$ cat config.mk
export PLATFORM = sky130hd
export DESIGN_NAME = freq_gate_ctrl
export DESIGN_NICKNAME = d
export VERILOG_FILES = /design/src/rtl/freq_meter_pkg.sv /design/src/rtl/sig_edge_sync.sv /design/src/rtl/freq_gate_ctrl.sv
export SDC_FILE = /design/constraint.sdc
export NUM_CORES = 1
export LEC_CHECK = 0
export ABC_AREA = 1
export CAP_MARGIN = 20
export CORE_ASPECT_RATIO = 1.2
export CORE_MARGIN = 3
export CORE_UTILIZATION = 63
export CTS_CLUSTER_SIZE = 24
export DETAILED_ROUTE_END_ITERATION = 10
export GPL_TIMING_DRIVEN = 1
export PLACE_DENSITY = 0.86
export SETUP_SLACK_MARGIN = 0.5
export SYNTH_ARGS = -nofsm -noshare
export SYNTH_HDL_FRONTEND = slang
export SYNTH_SLANG_ARGS = --single-unit
export TNS_END_PERCENT = 30
$ cat constraint.sdc
create_clock -name sysClk -period 11.9 [get_ports sysClk]
set_input_delay 2.38 -clock sysClk [delete_from_list [all_inputs] [get_ports sysClk]]
set_output_delay 2.38 -clock sysClk [all_outputs]
set_load 0.05 [all_outputs]
$ cat src/rtl/freq_meter_pkg.sv
// Shared types and helpers for the reciprocal frequency-measurement blocks.
package freq_meter_pkg;

   localparam int unsigned CntWDefault  = 32;
   localparam int unsigned GateWDefault = 32;
   localparam int unsigned SatMaxW      = 64;

   typedef enum logic [2:0] {
      StIdle,
      StArm,
      StGate,
      StClose,
      StDone
   } state_e;

   // Increment that sticks at the all-ones value of a width-bit counter.
   function automatic logic [SatMaxW-1:0] sat_inc(input logic [SatMaxW-1:0] val,
                                                  input int unsigned         width);
      logic [SatMaxW-1:0] max_val;
      max_val = (width >= SatMaxW) ? '1 : ((SatMaxW'(1) << width) - SatMaxW'(1));
      return (val >= max_val) ? max_val : val + SatMaxW'(1);
   endfunction

endpackage

$ cat src/rtl/sig_edge_sync.sv
// Multi-stage synchroniser for an asynchronous input plus a rising-edge pulse.
module sig_edge_sync #(
   parameter int unsigned SYNC_STAGES = 2
) (
   input  logic sysClk,
   input  logic sysRst,
   input  logic signal_i,
   output logic edge_o
);

   logic [SYNC_STAGES-1:0] sync_q;
   logic                   last_q;

   always_ff @(posedge sysClk or posedge sysRst) begin
      if (sysRst) begin
         sync_q <= '0;
         last_q <= 1'b0;
      end else begin
         sync_q <= {sync_q[SYNC_STAGES-2:0], signal_i};
         last_q <= sync_q[SYNC_STAGES-1];
      end
   end

   assign edge_o = sync_q[SYNC_STAGES-1] & ~last_q;

endmodule

$ cat src/rtl/freq_gate_ctrl.sv
// Equal-precision frequency-measurement controller: gate opens and closes on signal
// rising edges, counting reference cycles and signal periods inside the window.
module freq_gate_ctrl
   import freq_meter_pkg::*;
#(
   parameter int unsigned CNT_W       = CntWDefault,
   parameter int unsigned GATE_W      = GateWDefault,
   parameter int unsigned SYNC_STAGES = 2
) (
   input  logic              sysClk,
   input  logic              sysRst,
   input  logic              signal_i,
   input  logic              start_i,
   input  logic              abort_i,
   input  logic              contMode_i,
   input  logic [GATE_W-1:0] gateCycles_i,
   input  logic [GATE_W-1:0] timeoutCycles_i,
   output logic              busy_o,
   output logic              resValid_o,
   input  logic              resReady_i,
   output logic [CNT_W-1:0]  refCount_o,
   output logic [CNT_W-1:0]  sigCount_o,
   output logic              timeout_o,
   output logic              overflow_o
);

   state_e            state_q, state_d;
   logic [CNT_W-1:0]  ref_q, ref_d, sig_q, sig_d;
   logic [CNT_W-1:0]  res_ref_q, res_ref_d, res_sig_q, res_sig_d;
   logic [GATE_W-1:0] gate_q, gate_d, gcnt_q, gcnt_d, tmo_q, tmo_d;
   logic              ovf_q, ovf_d;
   logic              res_valid_q, res_valid_d, res_tmo_q, res_tmo_d, res_ovf_q, res_ovf_d;

   logic              sig_edge;
   logic [CNT_W-1:0]  ref_inc, sig_inc, sig_new;
   logic [GATE_W-1:0] gcnt_inc, tmo_inc;
   logic              ovf_new, gate_done, tmo_hit;
   logic              fin, fin_tmo, fin_ovf;
   logic [CNT_W-1:0]  fin_ref, fin_sig;

   sig_edge_sync #(
      .SYNC_STAGES(SYNC_STAGES)
   ) u_sync (
      .sysClk  (sysClk),
      .sysRst  (sysRst),
      .signal_i(signal_i),
      .edge_o  (sig_edge)
   );

   assign ref_inc  = CNT_W'(sat_inc(SatMaxW'(ref_q), CNT_W));
   assign sig_inc  = CNT_W'(sat_inc(SatMaxW'(sig_q), CNT_W));
   assign sig_new  = sig_edge ? sig_inc : sig_q;
   assign ovf_new  = ovf_q | (ref_q == '1) | (sig_edge & (sig_q == '1));
   // Gate length is tracked separately so a saturated refCnt cannot stall the close.
   assign gcnt_inc  = GATE_W'(sat_inc(SatMaxW'(gcnt_q), GATE_W));
   assign tmo_inc   = GATE_W'(sat_inc(SatMaxW'(tmo_q), GATE_W));
   assign gate_done = (gcnt_inc >= gate_q);
   assign tmo_hit   = (tmo_inc >= timeoutCycles_i);

   always_comb begin
      state_d     = state_q;
      ref_d       = ref_q;
      sig_d       = sig_q;
      ovf_d       = ovf_q;
      gate_d      = gate_q;
      gcnt_d      = gcnt_q;
      tmo_d       = tmo_q;
      res_valid_d = res_valid_q;
      res_ref_d   = res_ref_q;
      res_sig_d   = res_sig_q;
      res_tmo_d   = res_tmo_q;
      res_ovf_d   = res_ovf_q;
      fin         = 1'b0;
      fin_ref     = ref_inc;
      fin_sig     = sig_new;
      fin_ovf     = ovf_new;
      fin_tmo     = 1'b0;
      if (abort_i) begin
         state_d     = StIdle;
         res_valid_d = 1'b0;
      end else begin
         unique case (state_q)
            StIdle: begin
               tmo_d = '0;
               if (start_i) state_d = StArm;
            end
            StArm: begin
               if (sig_edge) begin
                  ref_d   = '0;
                  sig_d   = '0;
                  ovf_d   = 1'b0;
                  gcnt_d  = '0;
                  tmo_d   = '0;
                  gate_d  = (gateCycles_i == '0) ? GATE_W'(1) : gateCycles_i;
                  state_d = StGate;
               end else begin
                  tmo_d = tmo_inc;
                  if (tmo_hit) begin
                     fin     = 1'b1;
                     fin_tmo = 1'b1;
                     fin_ref = '0;
                     fin_sig = '0;
                     fin_ovf = 1'b0;
                  end
               end
            end
            StGate: begin
               ref_d  = ref_inc;
               sig_d  = sig_new;
               ovf_d  = ovf_new;
               gcnt_d = gcnt_inc;
               if (gate_done && sig_edge) begin
                  fin = 1'b1;
               end else if (gate_done) begin
                  tmo_d   = '0;
                  state_d = StClose;
               end
            end
            StClose: begin
               ref_d = ref_inc;
               sig_d = sig_new;
               ovf_d = ovf_new;
               tmo_d = tmo_inc;
               if (sig_edge) begin
                  fin = 1'b1;
               end else if (tmo_hit) begin
                  fin     = 1'b1;
                  fin_tmo = 1'b1;
               end
            end
            StDone: begin
               if (res_valid_q && resReady_i) begin
                  res_valid_d = 1'b0;
                  tmo_d       = '0;
                  state_d     = contMode_i ? StArm : StIdle;
               end
            end
            default: state_d = StIdle;
         endcase
      end
      if (fin) begin
         state_d     = StDone;
         res_valid_d = 1'b1;
         res_ref_d   = fin_ref;
         res_sig_d   = fin_sig;
         res_tmo_d   = fin_tmo;
         res_ovf_d   = fin_ovf;
      end
   end

   always_ff @(posedge sysClk or posedge sysRst) begin
      if (sysRst) begin
         state_q     <= StIdle;
         ref_q       <= '0;
         sig_q       <= '0;
         ovf_q       <= 1'b0;
         gate_q      <= '0;
         gcnt_q      <= '0;
         tmo_q       <= '0;
         res_valid_q <= 1'b0;
         res_ref_q   <= '0;
         res_sig_q   <= '0;
         res_tmo_q   <= 1'b0;
         res_ovf_q   <= 1'b0;
      end else begin
         state_q     <= state_d;
         ref_q       <= ref_d;
         sig_q       <= sig_d;
         ovf_q       <= ovf_d;
         gate_q      <= gate_d;
         gcnt_q      <= gcnt_d;
         tmo_q       <= tmo_d;
         res_valid_q <= res_valid_d;
         res_ref_q   <= res_ref_d;
         res_sig_q   <= res_sig_d;
         res_tmo_q   <= res_tmo_d;
         res_ovf_q   <= res_ovf_d;
      end
   end

   assign busy_o     = (state_q != StIdle);
   assign resValid_o = res_valid_q;
   assign refCount_o = res_ref_q;
   assign sigCount_o = res_sig_q;
   assign timeout_o  = res_tmo_q;
   assign overflow_o = res_ovf_q;

endmodule

# After elaboration in Yosys (flattened, before gate mapping)
# Cells that the tools add are included.
[classes] n_reduce_logical=18 addsub=4 n_eq_ne=16 muxes=50 magnitude_cmp=6 bitwise=6
[op_table] cell="$mux W32" count=19
[op_table] cell="$pmux W32 S2" count=3
[op_table] cell="$pmux W32 S5" count=1
[op_table] cell="$add A32 B1 Y32 const B" count=4
[op_table] cell="$ge A32 B32 Y1 const B" count=4
[op_table] cell="$eq A32 B32 Y1 const B" count=2
[op_table] cell="$ge A32 B32 Y1" count=2
[op_table] cell="$logic_not A32 Y1" count=1
[op_table] cell="$mux W3" count=7
[op_table] cell="$ne A4 B4 Y1 const B" count=5
[op_table] cell="$mux W1" count=17
[op_table] cell="$pmux W3 S5" count=1
[op_table] cell="$reduce_and A3 Y1" count=3
[op_table] cell="$reduce_bool A3 Y1" count=3
[op_table] cell="$ne A2 B2 Y1 const B" count=4
[op_table] cell="$eq A3 B2 Y1 const B" count=2
[op_table] cell="$reduce_and A6 Y1" count=1
[op_table] cell="$reduce_and A5 Y1" count=1
[op_table] cell="$reduce_bool A5 Y1" count=1
[op_table] cell="$reduce_bool A2 Y1" count=2
[op_table] cell="$reduce_or A2 Y1" count=2
[op_table] cell="$eq A3 B1 Y1 const B" count=1
[op_table] cell="$eq A3 B3 Y1 const B" count=1
[op_table] cell="$logic_not A3 Y1" count=1
[op_table] cell="8 further kinds" count=12
[totals] regBits=234 elab_cells=114 inputBits=71 out_inout_bits=68

# Depth between registers and ports, before layout
# Gate-level depths: netlist of run 1.
[logic_depth] ltp_word=9 ltp_mapped=27 mapped_depth_nobuf=25

# By module
# A second synthesis of run 1 with hierarchy kept.
[hier_totals] cells_unflattened=2184 area_unflattened_um2=15192.1
[by_module_without_submodules] module="freq_gate_ctrl" seq_area_each_um2=5780.5 area_per_inst_um2=15103.2 cells_each=2178 n_inst=1
[by_module_without_submodules] module="sig_edge_sync" seq_area_each_um2=75.1 area_per_inst_um2=88.8 cells_each=6 n_inst=1

# Least setup slack after synthesis of run 1
# Ideal clock, no wire load.
[synth_timing] kind="input to register" start="input port timeoutCycles_i[19]" end="register res_ref_q[0], in the netlist refCount_o[0]" required_ps=11770 path_buffers=1 arrival_time_ps=3937 setup_ps=130 path_stages=12 setup_slack_ps=7832 cell_sequence="inv_1 -> ha_1 -> a21o_1 -> o21ai_1 -> nand2_1 -> a21oi_1 -> nand3_1 -> nand2_1 -> nand2_4 -> nand2_2 -> clkbuf_1 -> o21ai_1"
[synth_between] elab_chain_len=5 elab_cells_between_ends=10 cone_classes="order compare: 1; mux: 9"
[synth_lines] element="from (decl)" line="freq_gate_ctrl.sv:17" rtl="input logic [GATE_W-1:0] timeoutCycles_i,"
[synth_lines] element="$ge A32 B32 Y1 (*)" line="freq_gate_ctrl.sv:58" rtl="assign tmo_hit = (tmo_inc >= timeoutCycles_i);"
[synth_lines] element="$mux W1 or $mux W32 (tied branches)" line="freq_gate_ctrl.sv:98, freq_gate_ctrl.sv:126"
[synth_lines] element="$mux W1, or another cell as far along" line="freq_gate_ctrl.sv:124" rtl="if (sig_edge) begin"
[synth_lines] element="$pmux W1 S3 or $mux W32 (tied branches)" line="freq_gate_ctrl.sv:82" rtl="unique case (state_q)"
[synth_lines] element="$mux W1 or $mux W32 (tied branches)" line="freq_gate_ctrl.sv:78" rtl="if (abort_i) begin"
[synth_lines] element="to (signal assigned)" line="freq_gate_ctrl.sv:174" rtl="res_ref_q <= res_ref_d;"
[synth_lines] element="to (decl)" line="freq_gate_ctrl.sv:29" rtl="logic [CNT_W-1:0] res_ref_q, res_ref_d, res_sig_q, res_sig_d;"
# Every way passes the cells marked *; elsewhere a longest branch is shown, timed or not.
# A chain may end at the register's enable or synchronous reset.

# Worst setup path after layout of run 1
[layout_timing] start="register gcnt_q[1]" end="register res_ref_q[29], in the netlist refCount_o[29]"
[layout_between] elab_chain_len=7 elab_cells_between_ends=8 cone_classes="add/sub: 1; order compare: 2; mux: 4; reduce/logical: 1"
[layout_lines] element="from (decl)" line="freq_gate_ctrl.sv:30" rtl="logic [GATE_W-1:0] gate_q, gate_d, gcnt_q, gcnt_d, tmo_q, tmo_d;"
[layout_lines] element="from (signal assigned)" line="freq_gate_ctrl.sv:171" rtl="gcnt_q <= gcnt_d;"
[layout_lines] element="$add A32 B1 Y32 or $ge A32 B32 Y1 (tied branches)" line="freq_meter_pkg.sv:21" rtl="return (val >= max_val) ? max_val : val + SatMaxW'(1);"
[layout_lines] element="$mux W32 (*)" line="freq_meter_pkg.sv:21"
[layout_lines] element="$ge A32 B32 Y1 (*)" line="freq_gate_ctrl.sv:57" rtl="assign gate_done = (gcnt_inc >= gate_q);"
[layout_lines] element="$logic_and A1 B1 Y1 (*)" line="freq_gate_ctrl.sv:112" rtl="if (gate_done && sig_edge) begin"
[layout_lines] element="$mux W1 (*)" line="freq_gate_ctrl.sv:112"
[layout_lines] element="$pmux W1 S3 (*)" line="freq_gate_ctrl.sv:82"
[layout_lines] element="$mux W1 (*)" line="freq_gate_ctrl.sv:78"
# Marks and branches as above.

==> results of run 1 <==
[cell usage in the layout (no fill, tap or decap), types with 2 or more instances in the layout]
cell type,instances
o211ai_1,2
clkinvlp_4,4
a21o_1,3
nor3b_1,5
nor3_4,3
clkbuf_16,25
nand3_1,138
a21oi_1,32
a22o_1,5
clkbuf_8,6
clkdlybuf4s50_1,138
nor2_4,5
xor2_1,24
nor2_1,138
clkinv_2,3
dfrtp_1,234
nor3_1,46
or2_2,23
ha_1,68
nand2_4,3
nand2_2,4
o21a_1,5
inv_2,13
nand4_1,52
clkbuf_1,5
nor4_1,18
inv_1,229
o21ai_0,174
nand2_1,697
nand3b_1,3
o21ai_1,109
nor2_2,8
nor3_2,7
buf_4,13
xnor2_1,8
nand3_2,12
[stage by stage]
step / power, mW / instance area, um^2 / hold WS, ns / std cells / util (%)
2_1_floorplan: 2.166 / 15120 / 0.3312 / 2150 / -
3_3_place_gp: 2.551 / 16630 / 0.3352 / 2541 / 71.19
3_5_place_dp: 2.609 / 16630 / 0.3358 / 2541 / 71.19
4_1_cts: 3.393 / 17430 / 0.3500 / 2585 / 74.63
5_1_grt: 3.600 / 17450 / 0.3549 / 2586 / 74.71
6_report: 3.388 / 17450 / 0.3566 / 2586 / 74.71
[path summary, 6_finish.rpt]
check / end / slack (ns) / cells past startpoint
max: refCount_o[29] / 6.58 / 20
min in group asynchronous: tmo_q[22] / 2.36 / 2
min: u_sync.sync_q[1] / 0.36 / 0
max reg2reg: refCount_o[29] / 6.58 / 20
max in group asynchronous: ref_q[18] / 7.28 / 4
min reg2reg: u_sync.sync_q[1] / 0.36 / 0
[power groups by stage]
| stage | logic [mW] | registers (mW) | clock network (mW) |
|---|---|---|---|
| detailed placement | 1.37 | 1.24 | 0 |
| finish | 1.39 | 1.24 | 0.766 |
| global route | 1.53 | 1.26 | 0.808 |
| CTS | 1.39 | 1.23 | 0.773 |
| global placement | 1.32 | 1.23 | 0 |
| floorplan | 0.653 | 1.51 | 0 |
[cells by family (layout without fill, tap and decap cells)]
group,after synthesis,after routing
compound gates,332,332
simple gates,1165,1165
flops,234,234
fa+ha+maj,68,68
buf+inv,319,440
xor+xnor,32,32
[worst max-delay path: cells and delay by family (launching register included)]
kind / cells / cell delay [ns]
and+or+nand+nor: 15 / 3.33
buffers and inverters: 1 / 0.71
adders and majority gates: 2 / 0.48
DFF: 1 / 0.39
AOI/OAI and AO/OA: 2 / 0.24
[area by class of cell]
cell class / count / share of cell area (%)
multi-input cells: 1597 / 45.68
flip-flops and latches: 234 / 33.56
clock inverters: 8 / 0.4302
repair buffers: 152 / 8.590
inverters: 244 / 5.321
well taps: 315 / 2.259
clock buffers: 36 / 4.166
[sequential cells by signal, indices dropped and copies added (netlist names)]
register       flops
refCount_o        32
ref_q             32
sig_q             32
gate_q            32
overflow_o         1
u_sync.sync_q      2
timeout_o          1
sigCount_o        32
u_sync.last_q      1
state_q            3
tmo_q             32
ovf_q              1
resValid_o         1
gcnt_q            32
[routing by layer]
layer  track usage (%)  routed length (um)  part of all wire [%]  vias to the layer above
met4             8.741                 947                   2.3                        0
met5                 0                   0                     0                        -
met2             54.32               20110                    49                      524
met1             41.94               17560                    42                     6835
met3             5.368                2828                   6.8                       71
li1                  -                   -                     -                     7202
[cells in the mapped netlist, types with 3 or more instances]
cell and number:
xor2_1 24, xnor2_1 8, o21a_1 5, nand4_1 52, clkbuf_1 38, nor3_2 7
nand3_1 138, nor4_1 18, inv_1 230, a22o_1 5, nand2_1 697, nor2_1 140
or2_2 23, inv_2 13, nand3_2 12, o21ai_1 109, buf_6 11, nor2_2 9
ha_1 68, o21ai_0 174, nor3b_1 5, buf_1 4, nand2_2 5, a21o_1 3
buf_2 19, nor3_1 46, dfrtp_1 234, a21oi_1 33, nand3b_1 3, nor3_4 3
==> out/qor.txt, run 1 <==
DP HPWL = 29,670 um
Ys Warns = 0
R2R Path Start = gcnt_q[1]
Fraction of the cycle the final worst path needs = 44.70%
CP arrival = 5.77 ns
Die X = 147.4 um
Total Routing Usage GR = 31.72%
Logic gate share of total power = 40.9%
Critical path's largest stage delay = 0.71 ns
Post-synth top area cell = dfrtp_1
Total of max-cap violations = 0
Hold Crit Start = u_sync.sync_q[0]
Die ar. = 25,900 um^2
Synth top area cells = dfrtp_1, nand2_1, o21ai_0
Switching power = 1.449 mW
Clock Skew = 0.01864 ns
Cell chosen for the clock root = clkbuf_16
Net Count, Synth = 2,289
Async SR Flop Fraction = 100.0%
Final max-slew violation count = 0
Post-Synth XOR/XNOR Area = 1.854%
Cts hold-fix bufs = 0
Worst slew pin tran = 1.087 ns
Simple-gate share of the synthesized area = 33.70%
# diodes = 0
Critical-path maximum fanout = 86
Fmax = 188.0 MHz
Outcome = finished, final reports clean
PostCTS Resize Cnt = 0
Critical path type = register to register
Num CTS Buffers = 24
Final hold violations = 0
Initial antenna violation count = 0
Final WS setup = 6.581 ns
P per Cell Area = 194.2 nW/um^2
Detailed-router iteration count before antenna repair = 6
Gr ovfl total = 0
Synth cell types = 41
First-pass GRT wire length = 68,700 um
Post-synth EDFFs = 0
Synth top area share = 38.73%
Fillers = 1,919
Routed Antenna Nets = 0
Num ports = 139
Drt total wl = 41,450 um
DR iter-0 viols = 1,025
Crit. Startpoint = gcnt_q[1]
Post-synthesis mux area share = 0%
Flop pwr share = 36.5%
Main flop type after synthesis = dfrtp_1
Final Critical Period = 5.319 ns
Cell Chain, Critical Path = ha_1, nand2_1, nor2_1, nand2_1, nor2_1, nand2_1, nand3_1, ha_1, a21oi_1, o21ai_0, nand2_1, nand3_1, nor2_1, nand2_1, nand2_2, nand2_4, nand2_4, buf_4, nand2_1, nand2_1
CTS Buffer Depth = 3
Largest net degree at the start of global routing = 89
# setup viols final = 0
Post-CTS setup buffers = 0
Area growth syn-to-layout = 15.41%
Compound-Gate Fraction of Synth Area = 11.30%
Setup total negative slack = 0 ns
Skew-Pair Late Insertion Delay = 0.53 ns
Hold Crit Class = register to register
Clock tree from TritonCTS = done
# rows = 61
Switching share of power = 42.75%
Register area = 5856 um^2
Multi-input gate area = 7970 um^2
Via count = 14,630
Initial Utilization = 64.74%
CP startpoint kind = register
Mapped Area = 15,120 um^2
Largest family of logic cells by synthesized area = simple AND/OR/NAND/NOR gates
Critical-path top delay cell = buf_4
Slew HR = 27.34%
Die Y = 175.7 um
Nets = 2,392
CORE AREA = 23,350 um^2
Syn Area/Cell = 7.032 um^2
#FFs+latches synth = 234
Req. time, crit path = 12.35 ns
Worst IR drop on VDD = 181.4 uV
CTS H-tree depth = 1
Setup WS pre-CTS = 6.265 ns
Worst-path clk slew = 0.07 ns
Post-Synth Adder-Cell Area = 5.627%
Crit end category = register
Mapped Cells = 2,150
Vias per cell = 5.658
CTS sink cnt = 234
Static Leakage = 7.955 nW
Vias in the first global route = 14,230
Clk pwr share = 22.6%
Most frequent CP cell = nand2_1
DRC errors left = 0
Seq/Total Area, Yosys = 38.73%
Buffers on Ports = 138
Int Power = 1.939 mW
Unrepaired setup endpoints after global routing = false
Routability cong. = 0.9778
Routed WL per cell = 16.03 um
Ratio of cells with drive above 1 in the final layout = 5.900%
(Power assumes the default switching activity.)
==> run 2: changes to the inputs <==
Settings changed: CORE_UTILIZATION 63 to 53, PLACE_DENSITY 0.86 to 0.77.
Clock period 11.9 ns to 4.6 ns, I/O delays scaled along.
==> run 2 against run 1 <==
Compared with the run above:
- sequential power rose to 2.6 times the previous value
- sequential cell count did not move
- maximum frequency rose by 40%
- critical path type unchanged
- worst hold slack improved by 0.0020 ns
- via count rose by 0.21%
- core utilization fell by 10 points
- clock skew fell by 0.0054 ns
- total power rose to 2.7 times the previous value
- critical path depth rose by 4
- combinational power rose to 2.6 times the previous value
- global-route usage fell by 4.3 points
- non-clock buffer count rose by 18
==> out/qor.txt, run 2 (synthesized netlist as in run 1, its figures left out) <==
Fillers = 2,570 (+34%)
# diodes = 0 (unchanged)
Worst-path clk slew = 0.06 ns (about the same)
Nets = 2,413 (+0.88%)
Routed WL per cell = 15.87 um (-0.98%)
Initial antenna violation count = 1 (+1)
CP startpoint kind = register
Gr ovfl total = 0 (unchanged)
Detailed-router iteration count before antenna repair = 5 (-1)
Die X = 160.2 um (+8.7%)
Static Leakage = 8.191 nW (+3.0%)
Vias in the first global route = 14,380 (+1.0%)
P per Cell Area = 505.4 nW/um^2 (+160%)
Num ports = 139 (unchanged)
Top layer in use = met5
Ratio of cells with drive above 1 in the final layout = 7.454% (+1.6 points)
Clock tree from TritonCTS = done
Drt total wl = 42,420 um (+2.4%)
Skew-Pair Late Insertion Delay = 0.54 ns (about the same)
Slew HR = 34.26% (+6.9 points)
Routed Antenna Nets = 0 (unchanged)
CP arrival = 4.27 ns (-1.50 ns)
# setup viols final = 0 (unchanged)
Met2 WL = 20,720 um (+3.0%)
Largest net degree at the start of global routing = 63 (-29%)
Hold Crit Class = register to register
Req. time, crit path = 5.06 ns (-7.29 ns)
Fraction of the cycle the final worst path needs = 82.83% (+38 points)
Total of max-cap violations = 0 (unchanged)
Worst IR drop on VDD = 491.0 uV (+170%)
Vias per cell = 5.485 (-3.1%)
Final max-slew violation count = 0 (unchanged)
Clock Skew = 0.01321 ns (-0.005431 ns)
Crit end category = register
Via count = 14,660 (+0.21%)
Die ar. = 30,600 um^2 (+18%)
Worst slew pin tran = 0.9839 ns (-0.1034 ns)
Critical path's largest stage delay = 0.44 ns (-0.27 ns)
CP Buf/Inv Count = 3 (+2)
Critical path type = register to register
Outcome = finished, final reports clean
Unrepaired setup endpoints after global routing = false
CTS H-tree depth = 1 (unchanged)
Most frequent cells in the layout = nand2_1, dfrtp_1, inv_1
Buffers on Ports = 138 (unchanged)
Utilization after layout = 64.39% (-10 points)
DRC errors left = 0 (unchanged)
Total Routing Usage GR = 27.39% (-4.3 points)
Final hold violations = 0 (unchanged)
Cell Chain, Critical Path = ha_1, nand2_2, nor3_2, nand2_1, buf_6, inv_1, or2_2, ha_1, nand2_1, nand2_1, nand2_1, nand2_1, nand2_1, nand2_1, nand2_1, nand2_1, nand2_1, nand3_1, nand2_1, nand2_8, nand2_8, buf_12, nand2_1, o21ai_1
Critical-path top delay cell = dfrtp_1
Die Y = 191.0 um (+8.7%)
DR iter-0 viols = 1,006 (-1.9%)
Area growth syn-to-layout = 19.25%
Top delay family on crit path = simple AND/OR/NAND/NOR gates
Commonest non-fill, non-tap cell in the layout = nand2_1
Routability cong. = 0.9710 (-0.70%)
DP HPWL = 31,300 um (+5.5%)
CTS sink cnt = 234 (unchanged)
Initial Utilization = 54.00% (-11 points)
Cell chosen for the clock root = clkbuf_16
Num CTS Buffers = 26 (+8.3%)
Fmax = 262.5 MHz (+40%)
First-pass GRT wire length = 70,460 um (+2.6%)
WL met3 = 2463 um (-13%)
Cts hold-fix bufs = 0 (unchanged)
CORE AREA = 28,000 um^2 (+20%)
# rows = 67 (+9.8%)
Met1 wire length = 17,850 um (+1.6%)
Most frequent CP cell = nand2_1
Final Critical Period = 3.810 ns (-1.509 ns)
Critical-path maximum fanout = 37 (-57%)
Setup total negative slack = 0 ns (unchanged)
CTS Buffer Depth = 3 (unchanged)
run 2: cell types whose count changed in the layout (fill, tap and decap cells not counted), moves of 3 or more:
cell / delta
buf_4: +7
buf_12: +6
nor2_1: -5
nor2_2: +4
buf_6: +3
bufinv_16: +3
clkbuf_1: -3
clkbuf_16: +3
run 2: stage by stage:
step / hold WS, ns / instance area [um^2] / setup WS [ns] / power (mW) / std cells
floorplan: 0.3312 / 15120 / 0.6161 / 5.603 / 2150
detailed placement: 0.3458 / 16890 / 0.4593 / 6.780 / 2617
finish: 0.3586 / 18030 / 0.7900 / 9.113 / 2673
global placement: 0.3369 / 16870 / 0.5813 / 6.661 / 2616
global route: 0.3722 / 18030 / 0.4617 / 9.725 / 2673
CTS: 0.3598 / 17860 / 0.5468 / 9.124 / 2665
run 2: final cells by class:
type	instances	area [um^2]	area share [%]
inverters	244	924.6	5.128
clock inverters	11	167.7	0.9299
clock buffers	37	793.3	4.400
flip-flops and latches	234	5856	32.48
multi-input cells	1598	8056	44.68
repair buffers	170	1758	9.750
well taps	379	474.2	2.630
run 2: path summary, 6_finish.rpt:
kind | startpoint | end | slack [ns] | cells after the start
min reg2reg | u_sync.sync_q[0] | u_sync.sync_q[1] | 0.36 | 0
max | tmo_q[0] | refCount_o[18] | 0.79 | 24
min | u_sync.sync_q[0] | u_sync.sync_q[1] | 0.36 | 0
min in group asynchronous | sysRst | refCount_o[21] | 0.67 | 2
max in group asynchronous | sysRst | gate_q[18] | 3.05 | 4
max reg2reg | tmo_q[0] | refCount_o[18] | 0.79 | 24
run 2: power breakdown:
part | internal [mW] | leakage, nW | switching, mW
registers | 2.70 | 3.15 | 0.496
clock network | 1.42 | 0.469 | 0.877
logic | 1.20 | 4.57 | 2.41
run 2: repair_timing:
action                                  in CTS  in global routing
setup buffers                                0                  5
cloned                                       0                  3
endpoints found under the setup margin      27                100
resized for setup                            1                 17
pin swaps                                    0                  3
run 2: metal layers:
layer / up-vias / GRT usage [%]
met3: 98 / 4.313
li1: 7238 / -
met5: - / 0
met1: 6877 / 34.92
met2: 447 / 47.79
met4: 2 / 8.982
run 2: worst register-to-register path: stages (launching register included):
cell     delay, ns
dfrtp_1       0.44
ha_1          0.30
nand2_2       0.18
nor3_2        0.08
nand2_1       0.09
buf_6         0.26
inv_1         0.14
or2_2         0.31
ha_1          0.30
nand2_1       0.07
nand2_1       0.05
nand2_1       0.05
nand2_1       0.04
nand2_1       0.06
nand2_1       0.05
nand2_1       0.06
nand2_1       0.10
nand2_1       0.13
nand3_1       0.08
nand2_1       0.20
nand2_8       0.14
nand2_8       0.21
buf_12        0.22
nand2_1       0.10
o21ai_1       0.08
